<file path="src/rtl/crc_buffer_compare_if.sv">
// Bus between the CRC fingerprint comparator and its controller / buffer pair.
// slave is the comparator side; master is the controller plus buffer side.
interface crc_buffer_compare_if #(
  parameter int cw = 32,
  parameter int rw = 4
);
  logic          start;
  logic [rw-1:0] base_addr;
  logic [rw:0]   count;
  logic          stop_on_mismatch;
  logic [rw-1:0] addr_r;
  logic [cw-1:0] data_a;
  logic [cw-1:0] data_b;
  logic          busy;
  logic          done;
  logic          mismatch;
  logic [rw-1:0] mismatch_addr;
  logic [rw:0]   match_count;

  modport slave (
    input  start, base_addr, count, stop_on_mismatch, data_a, data_b,
    output addr_r, busy, done, mismatch, mismatch_addr, match_count
  );

  modport master (
    output start, base_addr, count, stop_on_mismatch, data_a, data_b,
    input  addr_r, busy, done, mismatch, mismatch_addr, match_count
  );
endinterface

</file>
<file path="src/rtl/crc_buffer_compare.sv">
// Walks a range of two CRC fingerprint buffers through one shared read address and
// compares them entry by entry, reporting first divergence and number of matches.
module crc_buffer_compare #(
  parameter int cw = 32,
  parameter int rw = 4,
  parameter int rs = 16
) (
  input  logic                 clk,
  input  logic                 reset_n,
  crc_buffer_compare_if.slave  bus
);
  typedef enum logic [1:0] {IDLE, READ, DRAIN} state_t;

  state_t        state_q, state_d;
  logic [rw-1:0] addr_q, addr_d;
  logic [rw:0]   remain_q, remain_d;
  logic          stop_q, stop_d;
  logic          v1_q, v1_d;
  logic [rw-1:0] tag_q, tag_d;
  logic          done_q, done_d;
  logic          mm_q, mm_d;
  logic [rw-1:0] mma_q, mma_d;
  logic [rw:0]   mc_q, mc_d;

  logic [cw-1:0] diff;
  logic          cmp_eq;
  logic          start_ok;
  logic          last_issue;
  logic          early_stop;

  // v1_q tags the buffer data currently on data_a/data_b (address issued last cycle).
  assign diff       = bus.data_a ^ bus.data_b;
  assign cmp_eq     = ~|diff;
  assign start_ok   = (state_q == IDLE) && bus.start;
  assign last_issue = (remain_q == (rw+1)'(1));
  assign early_stop = v1_q && !cmp_eq && stop_q;

  always_ff @(posedge clk) begin
    if (!reset_n) begin
      state_q  <= IDLE;
      addr_q   <= '0;
      remain_q <= '0;
      stop_q   <= 1'b0;
      v1_q     <= 1'b0;
      tag_q    <= '0;
      done_q   <= 1'b0;
      mm_q     <= 1'b0;
      mma_q    <= '0;
      mc_q     <= '0;
    end else begin
      state_q  <= state_d;
      addr_q   <= addr_d;
      remain_q <= remain_d;
      stop_q   <= stop_d;
      v1_q     <= v1_d;
      tag_q    <= tag_d;
      done_q   <= done_d;
      mm_q     <= mm_d;
      mma_q    <= mma_d;
      mc_q     <= mc_d;
    end
  end

  always_comb begin
    state_d = state_q;
    case (state_q)
      IDLE:    if (bus.start && (bus.count != '0)) state_d = READ;
      READ:    if (early_stop) state_d = IDLE;
               else if (last_issue) state_d = DRAIN;
      DRAIN:   state_d = IDLE;
      default: state_d = IDLE;
    endcase
  end

  always_comb begin
    addr_d   = addr_q;
    remain_d = remain_q;
    stop_d   = stop_q;
    v1_d     = 1'b0;
    tag_d    = tag_q;
    done_d   = 1'b0;
    mm_d     = mm_q;
    mma_d    = mma_q;
    mc_d     = mc_q;

    if (start_ok) begin
      addr_d   = bus.base_addr;
      remain_d = bus.count;
      stop_d   = bus.stop_on_mismatch;
      mm_d     = 1'b0;
      mma_d    = '0;
      mc_d     = '0;
      done_d   = (bus.count == '0);
    end

    // An early stop squashes the read issued this cycle along with the FSM.
    if ((state_q == READ) && !early_stop) begin
      v1_d     = 1'b1;
      tag_d    = addr_q;
      remain_d = remain_q - 1'b1;
      if (!last_issue) addr_d = (addr_q == rw'(rs - 1)) ? '0 : addr_q + 1'b1;
    end

    if (v1_q) begin
      if (cmp_eq) begin
        mc_d = mc_q + 1'b1;
      end else if (!mm_q) begin
        mm_d  = 1'b1;
        mma_d = tag_q;
      end
    end

    // DRAIN only ever holds the final in-flight compare, so it always lasts one cycle.
    if ((state_q == DRAIN) || early_stop) done_d = 1'b1;
  end

  assign bus.addr_r        = addr_q;
  assign bus.busy          = (state_q != IDLE);
  assign bus.done          = done_q;
  assign bus.mismatch      = mm_q;
  assign bus.mismatch_addr = mma_q;
  assign bus.match_count   = mc_q;
endmodule

</file>
<file path="src/flat_wrapper.sv">
// flat-port wrapper written by rule: the top's interface ports become plain ports
module crc_buffer_compare_flat 
#(
  parameter int cw = 32,
  parameter int rw = 4,
  parameter int rs = 16
)
  (clk, reset_n, bus_start, bus_base_addr, bus_count, bus_stop_on_mismatch, bus_data_a, bus_data_b, bus_addr_r, bus_busy, bus_done, bus_mismatch, bus_mismatch_addr, bus_match_count);
  crc_buffer_compare_if #(.cw(cw), .rw(rw)) bus_i ();
  input  logic clk;
  input  logic reset_n;
  input wire logic [$bits(bus_i.start)-1:0] bus_start;
  input wire logic [$bits(bus_i.base_addr)-1:0] bus_base_addr;
  input wire logic [$bits(bus_i.count)-1:0] bus_count;
  input wire logic [$bits(bus_i.stop_on_mismatch)-1:0] bus_stop_on_mismatch;
  input wire logic [$bits(bus_i.data_a)-1:0] bus_data_a;
  input wire logic [$bits(bus_i.data_b)-1:0] bus_data_b;
  output wire logic [$bits(bus_i.addr_r)-1:0] bus_addr_r;
  output wire logic [$bits(bus_i.busy)-1:0] bus_busy;
  output wire logic [$bits(bus_i.done)-1:0] bus_done;
  output wire logic [$bits(bus_i.mismatch)-1:0] bus_mismatch;
  output wire logic [$bits(bus_i.mismatch_addr)-1:0] bus_mismatch_addr;
  output wire logic [$bits(bus_i.match_count)-1:0] bus_match_count;
  assign bus_i.start = bus_start;
  assign bus_i.base_addr = bus_base_addr;
  assign bus_i.count = bus_count;
  assign bus_i.stop_on_mismatch = bus_stop_on_mismatch;
  assign bus_i.data_a = bus_data_a;
  assign bus_i.data_b = bus_data_b;
  assign bus_addr_r = bus_i.addr_r;
  assign bus_busy = bus_i.busy;
  assign bus_done = bus_i.done;
  assign bus_mismatch = bus_i.mismatch;
  assign bus_mismatch_addr = bus_i.mismatch_addr;
  assign bus_match_count = bus_i.match_count;
  crc_buffer_compare #(.cw(cw), .rw(rw), .rs(rs)) u_core (.clk(clk), .reset_n(reset_n), .bus(bus_i));
endmodule
</file>
<file path="config.mk">
export PLATFORM = sky130hd
export DESIGN_NAME = crc_buffer_compare_flat
export DESIGN_NICKNAME = d
export VERILOG_FILES = /design/src/rtl/crc_buffer_compare_if.sv /design/src/rtl/crc_buffer_compare.sv /design/src/flat_wrapper.sv
export SDC_FILE = /design/constraint.sdc
export NUM_CORES = 1
export LEC_CHECK = 0
export ABC_AREA = 1
export CAP_MARGIN = 20
export CORE_MARGIN = 10
export CORE_UTILIZATION = 44
export CTS_CLUSTER_DIAMETER = 80
export DETAILED_ROUTE_END_ITERATION = 10
export PLACE_DENSITY = 0.85
export SLEW_MARGIN = 25
export SYNTH_ARGS = -nofsm -noshare
export SYNTH_HDL_FRONTEND = slang
export SYNTH_SLANG_ARGS = --single-unit
</file>
<file path="constraint.sdc">
create_clock -name clk -period 4.2 [get_ports clk]
set_clock_uncertainty 0.05 [all_clocks]
set_input_delay 0.84 -clock clk [delete_from_list [all_inputs] [get_ports clk]]
set_output_delay 0.84 -clock clk [all_outputs]
set_load 0.01 [all_outputs]
</file>
==> qor.yml, run 1 <==
cells_and_area:
  drive_above_1_share: 0.06753
  antenna_cells: 0
  nets: 467
  final_common_cell: "clkdlybuf4s50_1"
  layout_common_cells: "clkdlybuf4s50_1 (92), nand2_1 (88), inv_1 (38), nor2_1 (33), dfxtp_1 (28)"
  areaGrowthSynthToFinish_pct: 52.03
  fillCellCount: 389
sta:
  timing.final.ws_setup_ns: 1.601
  rsz0062_at_grt: "no"
  max_freq_mhz: 384.8
  slew_violations: 0
  tns_ns: 0
  worst_pin_slew_ns: 0.5325
  finalCritPeriodShare: 0.6187
  setup-violations-final: 0
  final-hold-violation-count: 0
  fin_crit_ns: 2.599
  whs_ns: 0.4206
  maxSlewHeadroom: 0.6446
clock_network:
  insertion_delay_ns: 0.28
  cts_buffers: 3
  cts_tree: "built"
  ctsResizeCount: 0
  cts-root-buf: "clkbuf_8"
  cts_setup_buffers: 0
  cts_max_path_buffers: 2
  cts_sinks: 28
  htree_levels: 1
  holdBufCountCts: 0
  clk_pin_slew_worst_paths_ns: 0.10
drt:
  drt_wl_total_um: 5820
  drt_iter0_drc: 117
  wl_per_cell_um: 13.32
  ant_nets: 0
  vias: 2065
  vias_per_cell: 4.725
  drt-pass1-iter-count: 4
  drc_errors: 0
critical_path:
  required_ns: 4.37
  worst-setup-path-type: "primary input to register"
  cp_common_cell: "inv_1"
  crit_chain: "clkdlybuf4s50_1 > inv_1 > nor2_4 > inv_1 > o21ai_0 > inv_1 > o21ai_0 > nand2_2 > a21oi_2"
  r2r_slack_ns: 2.21
  reg2reg_to: "u_core.bus.addr_r[0]"
  cp_max_fo: 17
  end_kind: "register"
  crit_path_start_kind: "primary input"
  r2r_start: "u_core.state_q[0]"
  slowest_delay_ns: 0.45
  cp_slowest_cell: "clkdlybuf4s50_1"
  worstRegToRegCells: 9
  critPathArrivalTime_ns: 2.77
place:
  place_ws_ns: 1.353
  gp_congestion: 0.8477
  place_hpwl_um: 4917
  io_buffers: 92
yosys:
  yosysSeqAreaShare: 0.2885
  syn_area_um2: 1943
  synth_top_cell_by_area: "dfxtp_1"
  synthTopCellsByArea: "dfxtp_1 (29%), nand2_1 (17%), xnor2_1 (10%), inv_1 (7.3%), nor2_1 (6.4%)"
  yosys_warnings: 0
  syn_nets: 376
  syn_inst: 295
  synth-seq-cells: 28
  synth_top_area_share: 0.2885
  async_reset_ff_frac: 0
  synth.distinct_cells: 29
  synth.avg_cell_area_um2: 6.587
  synthFlopType: "dfxtp_1"
  synth_enable_flop_cells: 0
min_path:
  min_path_cells: 2
  hp-start: "u_core.bus.mismatch_addr[3]"
  holdPathEnd: "u_core.bus.mismatch_addr[3]"
  hp-class: "register to register"
global_routing:
  grt_max_degree: 18
  antenna_found_initial: 0
  grt_usage: 0.1528
  grt_first_pass_wirelength_um: 9522
  globalRouteOverflowTotal: 0
  grt_pass1_vias: 2026
floorplan:
  placementRows: 24
  die-area_um2: 7474
  fp.dieH_um: 86.46
  initial_utilization: 0.4494
  io_pins: 93
  die_w_um: 86.46
  core_area_um2: 4324
pwr:
  p_per_area_nw_per_um2: 274.2
  power.static_leakage_nw: 1.258
  ir_drop_uv: 255.3
flow_run:
  drv_cap: 0
status:
  status: "complete, no violations"
==> stage by stage <==
step | total power, mW | std cells | cell area, um^2 | utilization
after global routing | 0.8614 | 437 | 2954 | 0.6832
after detailed placement | 0.5998 | 433 | 2883 | 0.6667
after global placement | 0.5909 | 433 | 2883 | 0.6667
after CTS | 0.8130 | 437 | 2954 | 0.6832
final | 0.8101 | 437 | 2954 | 0.6832
after floorplan | 0.4791 | 295 | 1943 | -
==> cells in the mapped netlist (all sizes together) (2+ instances only) <==
| cell type | number |
|---|---|
| xnor2 | 23 |
| buf | 2 |
| o21ai | 23 |
| nand3b | 2 |
| nor2 | 37 |
| ha | 4 |
| nand2 | 96 |
| inv | 39 |
| dfxtp | 28 |
| xor2 | 3 |
| nor3 | 3 |
| mux2 | 2 |
| a21oi | 16 |
| nand3 | 9 |
| clkbuf | 4 |
==> cells by family (layout without fill, tap and decap cells) <==
family / after synthesis / count (layout) / synth area share
flops: 28 / 28 / 0.2885
xor+xnor: 26 / 26 / 0.1172
fa+ha+maj: 4 / 4 / 0.02576
buf+inv: 45 / 135 / 0.1005
simple gates: 147 / 147 / 0.3297
mux: 3 / 3 / 0.01674
compound gates: 42 / 42 / 0.1217
==> sequential cells by signal, summed over array words and instances, names as in the netlist <==
signal,cells
u_core.bus.match_count,5
u_core.remain_q,5
u_core.bus.addr_r,4
u_core.bus.mismatch_addr,4
u_core.tag_q,4
u_core.state_q,2
u_core.bus.done,1
u_core.bus.mismatch,1
u_core.stop_q,1
u_core.v1_q,1
==> cell type report <==
cell class	count	area (um^2)	share of cell area
Multi-Input combinational cell	222	1187	0.4019
Timing Repair Buffer	92	920.9	0.3117
Sequential cell	28	560.5	0.1898
Inverter	39	148.9	0.05040
Tap cell	52	65.06	0.02202
Clock buffer	3	41.29	0.01398
Clock inverter	1	30.03	0.01017
==> per-layer routing <==
layer	global-route usage	up-vias	part of all wire
li1	-	1094	-
met1	0.1650	911	0.40
met2	0.2980	58	0.54
met3	0.03752	2	0.062
met4	0.01473	0	0.0046
met5	0	-	0
==> critical path: cells and delay by family <==
| family | cells | cell delay [ns] |
|---|---|---|
| buffers and inverters | 4 | 0.89 |
| AO/OA/AOI/OAI | 3 | 0.66 |
| AND/OR/NAND/NOR | 2 | 0.38 |
==> worst max-delay path by stage <==
stage	startpoint	endpoint	slack (ns)
2_1_floorplan	bus_data_b[4]	u_core.tag_q[0]	2.18
3_3_place_gp	bus_start	u_core.bus.addr_r[0]	1.48
3_5_place_dp	bus_start	u_core.bus.addr_r[0]	1.35
4_1_cts	bus_start	u_core.bus.addr_r[0]	1.62
5_1_grt	bus_start	u_core.bus.addr_r[0]	1.47
6_report	bus_start	u_core.bus.addr_r[0]	1.60
==> power breakdown <==
| part | internal, mW | leakage (nW) | total (mW) | switching (mW) |
|---|---|---|---|---|
| sequential | 0.291 | 0.229 | 0.313 | 0.0223 |
| clock | 0.128 | 0.0357 | 0.214 | 0.0867 |
| combinational | 0.152 | 0.993 | 0.283 | 0.131 |
No activity file was read; power rests on OpenSTA's default activity.
==> run 2: changes to the inputs <==
CORE_UTILIZATION = 41   (was 44)
PLACE_DENSITY = 0.8   (was 0.85)
clock period = 2.49 ns   (was 4.2 ns; I/O delays follow)
==> run 2 against run 1 <==
Power rose by 68%. Final cell count grew 0.92%. Register-to-register slack lost 1.2 ns. Count of clock-buffer cells in the layout unchanged. Critical endpoint is now u_core.bus.addr_r[2]. Routed wire length down 0.69%. Non-clock buffer count increased by 4. Clock power increased by 65%. Combinational power increased by 71%. Global-route usage down 0.46 points. Sequential cell count unchanged. First-iteration DRC count grew 31%. Die area grew 5.6%.
==> qor.yml, run 2 (same netlist as run 1, synthesis figures left out) <==
cells_and_area:
  layout_common_cells: "clkdlybuf4s50_1 (92), nand2_1 (88), inv_1 (38), nor2_1 (33), dfxtp_1 (28)"  # unchanged
  fin_util: 0.6669  # was 0.6832
  final_common_cell: "clkdlybuf4s50_1"  # unchanged
  drive_above_1_share: 0.07712  # was 0.06753
  post-route-cell-area_um2: 2984  # was 2954 um^2
  nets: 471  # was 467
  fillCellCount: 403  # was 389
  instances_no_fill: 441  # was 437
  antenna_cells: 0  # unchanged
  areaGrowthSynthToFinish_pct: 53.57  # was 52.03%
sta:
  setup-violations-final: 0  # unchanged
  maxSlewHeadroom: 0.7327  # was 0.6446
  final-hold-violation-count: 0  # unchanged
  worst_pin_slew_ns: 0.3995  # was 0.5325 ns
  tns_ns: 0  # unchanged
  fin_crit_ns: 2.090
  finalCritPeriodShare: 0.8394
  slew_violations: 0  # unchanged
  whs_ns: 0.4154  # was 0.4206 ns
  max_freq_mhz: 478.4
  rsz0062_at_grt: "no"  # unchanged
  timing.final.ws_setup_ns: 0.3998  # was 1.601 ns
clock_network:
  cts_sinks: 28  # unchanged
  cts_max_path_buffers: 2  # unchanged
  cts_buffers: 3  # unchanged
  cts_tree: "built"  # unchanged
  insertion_delay_ns: 0.27  # was 0.28 ns
  clk_pin_slew_worst_paths_ns: 0.09  # was 0.10 ns
  cts-root-buf: "clkbuf_8"  # unchanged
  cts_setup_buffers: 0  # unchanged
  htree_levels: 1  # unchanged
  holdBufCountCts: 0  # unchanged
  ctsResizeCount: 0  # unchanged
critical_path:
  cp_max_fo: 15  # was 17
  worstRegToRegCells: 6  # was 9
  required_ns: 2.66  # was 4.37 ns
  end_kind: "register"  # unchanged
  startpoint: "bus_data_a[7]"  # was bus_start
  crit_chain: "clkdlybuf4s50_1 > xnor2_1 > nand2_1 > nor2_1 > nand2_1 > nor2_2 > nand2_4 > nand3_4 > nand2_4 > inv_4 > nand2_2 > nand2_1 > inv_1 > nor2_1"  # was clkdlybuf4s50_1 > inv_1 > nor2_4 > inv_1 > o21ai_0 > inv_1 > o21ai_0 > nand2_2 > a21oi_2
  r2r_slack_ns: 1.00  # was 2.21 ns
  endpoint: "u_core.bus.addr_r[2]"  # was u_core.bus.addr_r[0]
  cp_common_cell: "nand2_1"  # was inv_1
  crit_path_start_kind: "primary input"  # unchanged
  worst-setup-path-type: "primary input to register"  # unchanged
  reg2reg_to: "u_core.bus.addr_r[3]"  # was u_core.bus.addr_r[0]
  cp_slowest_cell: "clkdlybuf4s50_1"  # unchanged
  r2r_start: "u_core.remain_q[1]"  # was u_core.state_q[0]
  critPathArrivalTime_ns: 2.26  # was 2.77 ns
  slowest_delay_ns: 0.48  # was 0.45 ns
place:
  place_ws_ns: 0.09932  # was 1.353 ns
  place_hpwl_um: 4958  # was 4917 um
  placedCellCount: 437  # was 433
  placed_area_um2: 2913  # was 2883 um^2
  io_buffers: 92  # unchanged
  gp_congestion: 0.8600  # was 0.8477
global_routing:
  grt_pass1_vias: 2020  # was 2,026
  antenna_found_initial: 0  # unchanged
  grt_max_degree: 17  # was 18
  grt_first_pass_wirelength_um: 9487  # was 9522 um
  globalRouteOverflowTotal: 0  # unchanged
  grt_usage: 0.1483  # was 0.1528
drt:
  drt_wl_total_um: 5780  # was 5820 um
  vias: 2112  # was 2,065
  wl_per_cell_um: 13.11  # was 13.32 um
  drt-pass1-iter-count: 4  # unchanged
  drt_iter0_drc: 153  # was 117
  vias_per_cell: 4.789  # was 4.725
  drc_errors: 0  # unchanged
  ant_nets: 0  # unchanged
floorplan:
  die_w_um: 88.84  # was 86.46 um
  core_area_um2: 4474  # was 4324 um^2
  initial_utilization: 0.4343  # was 0.4494
  die-area_um2: 7893  # was 7474 um^2
  fp.dieH_um: 88.84  # was 86.46 um
  placementRows: 24  # unchanged
  io_pins: 93  # unchanged
min_path:
  hp-start: "u_core.bus.mismatch_addr[1]"  # was u_core.bus.mismatch_addr[3]
  hp-class: "register to register"  # unchanged
pwr:
  power_mw: 1.365  # was 0.8101 mW
  ir_drop_uv: 497.0  # was 255.3 uV
  power.static_leakage_nw: 1.277  # was 1.258 nW
  p_per_area_nw_per_um2: 457.3  # was 274.2 nW/um^2
status:
  status: "complete, no violations"  # unchanged
flow_run:
  drv_cap: 0  # unchanged
[run 2: final cells by class]
type                       instances  area, um^2  area share
clock buffer                       3       41.29     0.01384
clock inverter                     1       30.03     0.01006
inverter                          39       148.9     0.04990
multi-input combinational        222        1187      0.3979
sequential                        28       560.5      0.1878
tap                               52       65.06     0.02180
timing repair buffer              96       950.9      0.3187
[run 2: critical path: cells and delay by family]
| family | cells | cell delay [ns] |
|---|---|---|
| XOR/XNOR | 1 | 0.12 |
| AND/OR/NAND/NOR | 10 | 0.94 |
| buffers and inverters | 3 | 0.69 |
[run 2: worst min-delay path by stage]
| stage | cells after the start | to |
|---|---|---|
| floorplan | 2 | u_core.tag_q[0] |
| global placement | 2 | u_core.bus.mismatch_addr[1] |
| detailed placement | 2 | u_core.bus.mismatch_addr[1] |
| CTS | 2 | u_core.bus.mismatch_addr[1] |
| global route | 2 | u_core.bus.mismatch_addr[3] |
| finish | 2 | u_core.bus.mismatch_addr[1] |
[run 2: power breakdown]
part	internal (mW)	leakage [nW]	switching (mW)
registers	0.490	0.229	0.0357
clock network	0.215	0.0357	0.139
logic	0.262	1.01	0.223
total	0.968	1.28	0.397
[run 2: routing by layer]
layer	vias to the layer above	track usage	wire [um]
li1	1104	-	-
met2	76	0.2886	3059
met4	0	0.01762	31
met5	-	0	0
met3	4	0.03493	444
met1	928	0.1610	2245
==> run 3: changes to the inputs <==
CORE_UTILIZATION = 37   (was 41)
PLACE_DENSITY = 0.76   (was 0.8)
clock period = 1.8 ns   (was 2.49 ns; I/O delays follow)
==> run 3 against run 2 <==
Register-to-register slack lost 0.72 ns. Utilization shrank 0.89 points. Sequential power grew 39%. Critical path depth decreased by 13. Power up 45%. Global-route usage fell by 0.96 points. Via count increased by 3.3%. Routed wire length up 15%. First-iteration DRC count is 44% lower. Worst hold slack improved by 0.0024 ns. Non-clock buffer count rose by 12. Critical endpoint is now bus_addr_r[2].
==> qor.yml, run 3 (same netlist as run 1, synthesis figures left out) <==
status:
  status: "complete, no violations"  # unchanged
global_routing:
  antenna_found_initial: 1  # was 0
  globalRouteOverflowTotal: 0  # unchanged
  grt_max_degree: 17  # unchanged
  grt_first_pass_wirelength_um: 9825  # was 9487 um
  grt_usage: 0.1386  # was 0.1483
  grt_pass1_vias: 2117  # was 2,020
sta:
  worst_pin_slew_ns: 0.3439  # was 0.3995 ns
  finalCritPeriodShare: 0.9796
  rsz0062_at_grt: "no"  # unchanged
  whs_ns: 0.4178  # was 0.4154 ns
  slew_violations: 0  # unchanged
  fin_crit_ns: 1.763
  setup-violations-final: 0  # unchanged
  maxSlewHeadroom: 0.7701  # was 0.7327
  final-hold-violation-count: 0  # unchanged
  timing.final.ws_setup_ns: 0.03679  # was 0.3998 ns
  tns_ns: 0  # unchanged
  max_freq_mhz: 567.1
drt:
  vias: 2182  # was 2,112
  wl_per_cell_um: 14.07  # was 13.11 um
  ant_nets: 0  # unchanged
  vias_per_cell: 4.613  # was 4.789
  drc_errors: 0  # unchanged
  drt_wl_total_um: 6653  # was 5780 um
  drt-pass1-iter-count: 4  # unchanged
  drt_iter0_drc: 85  # was 153
clock_network:
  cts_sinks: 28  # unchanged
  clk_pin_slew_worst_paths_ns: 0.10  # was 0.09 ns
  htree_levels: 1  # unchanged
  cts_buffers: 3  # unchanged
  insertion_delay_ns: 0.27  # about the same
  holdBufCountCts: 0  # unchanged
  cts_tree: "built"  # unchanged
  cts-root-buf: "clkbuf_8"  # unchanged
  cts_max_path_buffers: 2  # unchanged
place:
  place_ws_ns: -0.3387  # was 0.09932 ns
  io_buffers: 92  # unchanged
  gp_congestion: 0.8355  # was 0.8600
  placed_area_um2: 2995  # was 2913 um^2
  place_hpwl_um: 5121  # was 4958 um
critical_path:
  worst-setup-path-type: "register to output port"  # was primary input to register
  cp_max_fo: 6  # was 15
  critPathTopFamily: "buffers and inverters"  # was simple AND/OR/NAND/NOR gates
  crit_path_start_kind: "register"  # was primary input
  worst-path-buf-inv: 1  # was 3
  cp_slowest_cell: "clkdlybuf4s50_1"  # unchanged
  end_kind: "output port"  # was register
  required_ns: 1.39  # was 2.66 ns
  critPathArrivalTime_ns: 1.35  # was 2.26 ns
  crit_chain: "clkdlybuf4s50_1"  # was clkdlybuf4s50_1 > xnor2_1 > nand2_1 > nor2_1 > nand2_1 > nor2_2 > nand2_4 > nand3_4 > nand2_4 > inv_4 > nand2_2 > nand2_1 > inv_1 > nor2_1
  slowest_delay_ns: 0.60  # was 0.48 ns
min_path:
  hp-class: "register to register"  # unchanged
floorplan:
  fp.dieH_um: 92.47  # was 88.84 um
  die-area_um2: 8551  # was 7893 um^2
  core_area_um2: 5107  # was 4474 um^2
  die_w_um: 92.47  # was 88.84 um
  placementRows: 26  # was 24
  initial_utilization: 0.3805  # was 0.4343
  io_pins: 93  # unchanged
cells_and_area:
  drive_above_1_share: 0.1318  # was 0.07712
  nets: 484  # was 471
  fillCellCount: 413  # was 403
  post-route-cell-area_um2: 3361  # was 2984 um^2
  layout_common_cells: "nand2_1 (86), dlymetal6s2s_1 (63), inv_1 (38), nor2_1 (30), dfxtp_1 (28)"  # was clkdlybuf4s50_1 (92), nand2_1 (88), inv_1 (38), nor2_1 (33), dfxtp_1 (28)
  final_common_cell: "nand2_1"  # was clkdlybuf4s50_1
  areaGrowthSynthToFinish_pct: 72.96  # was 53.57%
pwr:
  power.static_leakage_nw: 1.941  # was 1.277 nW
  ir_drop_uv: 769.0  # was 497.0 uV
  p_per_area_nw_per_um2: 587.6  # was 457.3 nW/um^2
flow_run:
  drv_cap: 0  # unchanged
-- run 3: cell count changes in the layout (fill, tap and decap cells not counted), sizes merged --
cell / before / now
clkinv: 0 / 1
inv: 39 / 38
buf: 4 / 16
dlygate4sd2: 0 / 2
diode: 0 / 1
nor2: 37 / 38
dlymetal6s2s: 0 / 63
clkdlybuf4s50: 92 / 27
-- run 3: final cells by class --
| cell class | instances | area [um^2] | share of cell area |
|---|---|---|---|
| multi-input cells | 223 | 1260 | 0.3749 |
| repair buffers | 108 | 1220 | 0.3630 |
| flip-flops and latches | 28 | 560.5 | 0.1668 |
| inverters | 39 | 158.9 | 0.04728 |
| well taps | 70 | 87.58 | 0.02606 |
| clock buffers | 3 | 41.29 | 0.01229 |
| clock inverters | 1 | 30.03 | 0.008935 |
| diodes | 1 | 2.502 | 0.0007446 |
-- run 3: final timing paths --
kind	startpoint	endpoint	slack, ns	cells after the start
setup / recovery	u_core.bus.addr_r[2]	bus_addr_r[2]	0.04	1
hold / removal	u_core.bus.mismatch_addr[1]	u_core.bus.mismatch_addr[1]	0.42	2
setup reg to reg	u_core.remain_q[1]	u_core.bus.addr_r[1]	0.28	6
hold reg to reg	u_core.bus.mismatch_addr[1]	u_core.bus.mismatch_addr[1]	0.42	2
-- run 3: timing repair --
action,4_1_cts,5_1_grt
pin swaps,6,50
gates resized for setup,8,79
setup endpoints to repair,12,26
buffers inserted,0,4
cloned,0,1
-- run 3: metal layers --
metal / wire (um) / vias up / GRT usage
li1: - / 1131 / -
met4: 70 / 0 / 0.02699
met1: 2680 / 988 / 0.1501
met5: 0 / - / 0
met3: 261 / 8 / 0.02663
met2: 3639 / 55 / 0.2706
-- run 3: where the power goes --
group	internal [mW]	switching (mW)	total, mW	leakage [nW]
clock network	0.298	0.198	0.495	0.0357
registers	0.678	0.0552	0.733	0.229
logic	0.398	0.348	0.746	1.68
total	1.37	0.601	1.97	1.94
-- run 3: per-stage QoR --
| stage | utilization | total power [mW] | std cells |
|---|---|---|---|
| after floorplan | - | 1.118 | 295 |
| after global placement | 0.5865 | 1.421 | 463 |
| after detailed placement | 0.5865 | 1.436 | 463 |
| after CTS | 0.6049 | 1.940 | 467 |
| after global routing | 0.6580 | 2.084 | 473 |
| final | 0.6580 | 1.975 | 473 |
==> edit 1: new RTL, settings of run 3 <==
The 3 states of `state_t` get a one-hot encoding in 3 bits.
--- a/src/rtl/crc_buffer_compare.sv
+++ b/src/rtl/crc_buffer_compare.sv
@@ -10,5 +10,5 @@
   crc_buffer_compare_if.slave  bus
 );
-  typedef enum logic [1:0] {IDLE, READ, DRAIN} state_t;
+  typedef enum logic [2:0] {IDLE = 3'b001, READ = 3'b010, DRAIN = 3'b100} state_t;
 
   state_t        state_q, state_d;
Formal check against the unedited RTL: no difference found for any inputs over 10 cycles, from zero or initial values and one cycle with reset_n low; not proved beyond that.
==> edit 1 against run 3 <==
Area after synthesis shrank 0.32%. Non-clock buffer count shrank 4. Cell area shrank 4.1%. Setup slack gained 0.048 ns. Sequential cell count grew 1. Total power shrank 10%. Clock power grew 8.7%. Wire length shrank 4.0%.
==> edit 1: results <==
group,metric,value,unit
synthesis,synthCells,303,
synthesis,synthTopCellsByCount,"nand2_1 (96), inv_1 (36), nor2_1 (33)",
synthesis,ys_seq_area_share,30.0,%
status,outcome,"finished clean",
routing,first_iter_violations,112,
sta,relSlewSlack,74.5,%
placement,place_inst,468,
placement,pre_cts_ws,-0.410,ns
clock_tree,cts_buffers,5,
routing,wirelength,6.39,mm
critical_path,cp_data_arrival_time,1.31,ns
cells_and_area,fin_nets,488,
placement,placed_area,2990,um^2
cells_and_area,clkCellAreaFrac,2.83,%
routing,wl_per_cell,13.4,um
floorplan,die-area,8530,um^2
synthesis,syn_nets,384,
cells_and_area,n_all_inverters,37,
routing,met2_wirelength,3.64,mm
cells_and_area,seq-cell-share,18.0,%
global_route,grt_pass1_wl,9.63,mm
clock_tree,cts.clk_slew.worst_paths,0.07,ns
cells_and_area,diodes,0,
placement,hpwl,5.10,mm
clock_tree,clock_sinks,29,
clock_tree,insertion_delay,0.29,ns
cells_and_area,fillers,479,
global_route,met3_usage,3.23,%
cells_and_area,layout-drive-gt1-share,8.09,%
synthesis,synth.area.top_cells,"dfxtp_1 (30%), nand2_1 (19%), xnor2_1 (11%)",
global_route,antenna_found_initial,0,
global_route,grtUsageTotal,13.9,%
## edit 1: cell count changes after synthesis, sizes merged, moves of 2 or more
cell,delta
nand3,+11
o21ai,-10
nand2,+3
nor3,+3
a21oi,+2
buf,+2
inv,-2
mux2,-2
## edit 1: timing repair
action                                  4_1_cts  5_1_grt
gates resized for setup                      30       45
pin swaps                                    28       38
gates cloned                                  1        0
endpoints found under the hold margin         0        0
endpoints found under the setup margin       12       26
hold buffers                                  0        0
setup buffers                                 0        1
## edit 1: final timing paths
| kind | slack, ns | to | from | depth (start not counted) |
|---|---|---|---|---|
| min | 0.41 | u_core.tag_q[1] | u_core.tag_q[1] | 2 |
| max | 0.08 | bus_addr_r[0] | u_core.bus.addr_r[0] | 1 |
| max reg2reg | 0.30 | u_core.remain_q[0] | u_core.state_q[0] | 9 |
| min reg2reg | 0.41 | u_core.tag_q[1] | u_core.tag_q[1] | 2 |
## edit 1: kinds of logic (layout without fill, tap and decap cells)
logic type	after synthesis	after routing	share of synthesized area, %
buffers and inverters	45	149	9.62
adder cells (fa/ha/maj)	4	4	2.58
AO/OA/AOI/OAI	35	35	9.63
XOR/XNOR	26	26	11.8
AND/OR/NAND/NOR	164	165	36.4
flip-flops	29	29	30.0
## edit 1: power by group
group	internal, mW	total [mW]	leakage (nW)	switching (mW)
registers	0.678	0.713	0.236	0.0348
clock network	0.270	0.538	0.0364	0.268
logic	0.286	0.526	1.46	0.240
## edit 1: worst reg2reg max path, stage by stage (launching register included)
cell     delay [ns]
dfxtp_1        0.33
inv_1          0.07
nor3_2         0.15
buf_4          0.15
nand2_1        0.08
buf_4          0.21
nand2_1        0.07
o21ai_0        0.09
a21oi_1        0.14
nor2_1         0.06
==> edit 2: new RTL, config.mk and constraints of run 3 <==
Made on the original files. `rw` is set to 4 in 3 places; all go to 2.
--- a/src/rtl/crc_buffer_compare_if.sv
+++ b/src/rtl/crc_buffer_compare_if.sv
@@ -3,5 +3,5 @@
 interface crc_buffer_compare_if #(
   parameter int cw = 32,
-  parameter int rw = 4
+  parameter int rw = 2
 );
   logic          start;
--- a/src/rtl/crc_buffer_compare.sv
+++ b/src/rtl/crc_buffer_compare.sv
@@ -3,5 +3,5 @@
 module crc_buffer_compare #(
   parameter int cw = 32,
-  parameter int rw = 4,
+  parameter int rw = 2,
   parameter int rs = 16
 ) (
--- a/src/flat_wrapper.sv
+++ b/src/flat_wrapper.sv
@@ -3,5 +3,5 @@
 #(
   parameter int cw = 32,
-  parameter int rw = 4,
+  parameter int rw = 2,
   parameter int rs = 16
 )
Interface: changed (5 resized); port bits go from 93 to 83. The function was not compared with the original's and may differ.
==> edit 2 against run 3 <==
Setup slack improved by 0.059 ns. Die area decreased by 24%. Final cell count is 25% lower. Sequential cell count fell by 10. Total power shrank 36%. Register-to-register slack better by 0.15 ns. Sequential share of layout area down 1.9 points. Clock power decreased by 35%. First-iteration DRC count fell by 3.5%. Area after synthesis decreased by 30%. Cell area down 27%. Via count down 27%. Critical path depth increased by 11. Wire length fell by 31%. Critical path type is now in -> reg.
==> edit 2: results <==
group,metric,value,unit
status,outcome,"finished clean",
synthesis,synth_cell_types,21,
critical_path,r2r_slack,0.43,ns
placement,hpwl,3.85,mm
synthesis,synth_warnings,0,
critical_path,cp_top_family,"simple AND/OR/NAND/NOR gates",
placement,pre_cts_ws,-0.309,ns
critical_path,cp_data_arrival_time,1.80,ns
placement,portBuffers,82,
placement,gp_congestion,0.775,
cells_and_area,diodes,0,
power_and_ir_drop,p_leak,1.41,nW
clock_tree,insertion_delay,0.25,ns
hold_path,hold_start,"u_core.bus.mismatch_addr[1]",
global_route,grt_max_degree,11,
routing,vias,1587,
global_route,antenna_found_initial,0,
synthesis,syn_nets,295,
synthesis,synth_top_area_share,26.5,%
critical_path,ff2ff_path_depth,9,
critical_path,slowest_delay,0.26,ns
power_and_ir_drop,p_switching,0.374,mW
clock_tree,cts.clk_slew.worst_paths,0.07,ns
global_route,grtUsageTotal,13.5,%
power_and_ir_drop,irDropWorstVdd,0.412,mV
routing,first_iter_violations,82,
critical_path,cp_max_fo,8,
cells_and_area,fin_nets,387,
synthesis,synth.area.top_cells,"dfxtp_1 (27%), nand2_1 (22%), xnor2_1 (15%)",
cells_and_area,layout-drive-gt1-share,9.06,%
sta,worstMarginPinSlew,0.469,ns
synthesis,ys_seq_area_share,26.5,%
critical_path,r2r-end,"u_core.bus.match_count[1]",
critical_path,cp_slowest_cell,"dlygate4sd2_1",
routing,drt_pass1_iterations,4,
global_route,grt_pass1_wl,7.07,mm
critical_path,r2r_start,"u_core.state_q[0]",
sta,holdWs,0.427,ns
routing,wl_per_cell,13.0,um
synthesis,synthTopCellsByCount,"nand2_1 (78), inv_1 (28), nor2_1 (24), xnor2_1 (24), dfxtp_1 (18)",
placement,placed_area,2280,um^2
[edit 2: changes by cell type in the layout (fill, tap and decap cells not counted), moves of 8 or more]
cell	delta
clkdlybuf4s50_1	-9
dfxtp_1	-10
dlygate4sd2_1	+21
dlymetal6s2s_1	-23
inv_1	-10
nand2_1	-10
nor2_1	-9
o21ai_0	-8
[edit 2: worst max path at each step]
stage | end | start | cells past startpoint | slack (ns)
after detailed placement | u_core.remain_q[2] | bus_data_b[25] | 13 | -0.31
final | u_core.remain_q[0] | bus_data_b[14] | 12 | 0.1
after global placement | u_core.remain_q[1] | bus_data_b[12] | 13 | -0.26
after floorplan | u_core.tag_q[0] | bus_data_b[25] | 11 | 0.32
after CTS | u_core.state_q[1] | bus_data_a[8] | 13 | 0.002
after global routing | u_core.remain_q[0] | bus_data_b[14] | 12 | -0.04
[edit 2: cells by family (layout without fill, tap and decap cells)]
family	Yosys count	in the layout	share of synthesized area (%)
simple gates	117	117	35.9
buf+inv	32	123	9.49
xor+xnor	24	24	15.5
compound gates	23	23	8.85
flops	18	18	26.5
fa+ha+maj	4	4	3.69
[edit 2: metrics by stage]
step / power, mW / instances
CTS: 1.27 / 355
global route: 1.36 / 355
global placement: 0.958 / 351
finish: 1.27 / 355
detailed placement: 0.966 / 351
floorplan: 0.701 / 218
[edit 2: metal layers]
metal | routed length [um] | up-vias | track usage [%]
met5 | 0 | - | 0
met2 | 2590 | 35 | 27.0
met4 | 99 | 0 | 3.35
met3 | 217 | 8 | 3.67
li1 | - | 841 | -
met1 | 1690 | 703 | 13.1
[edit 2: timing repair]
item,in CTS,in global routing
setup buffers,1,0
endpoints found under the hold margin,0,0
hold buffers,0,0
endpoints found under the setup margin,7,15
pin swaps,22,32
resized for setup,27,51
[edit 2: cell type report]
type	instances	area, um^2
timing repair buffer	89	948
tap	46	57.6
clock buffer	4	55.1
sequential	18	360
fill	314	996
inverter	30	118
multi-input combinational	168	907
[edit 2: tightest hold or removal path: cells and delay by family (launching register included)]
kind / cells / cell delay (ns)
simple gates: 1 / 0.06
compound gates: 1 / 0.06
flops: 1 / 0.31
[edit 2: power by group through the flow]
stage	clock [mW]	sequential, mW	combinational (mW)
floorplan	0	0.469	0.232
finish	0.323	0.462	0.481
global placement	0	0.470	0.488
CTS	0.331	0.461	0.478
global route	0.350	0.467	0.543
detailed placement	0	0.470	0.496
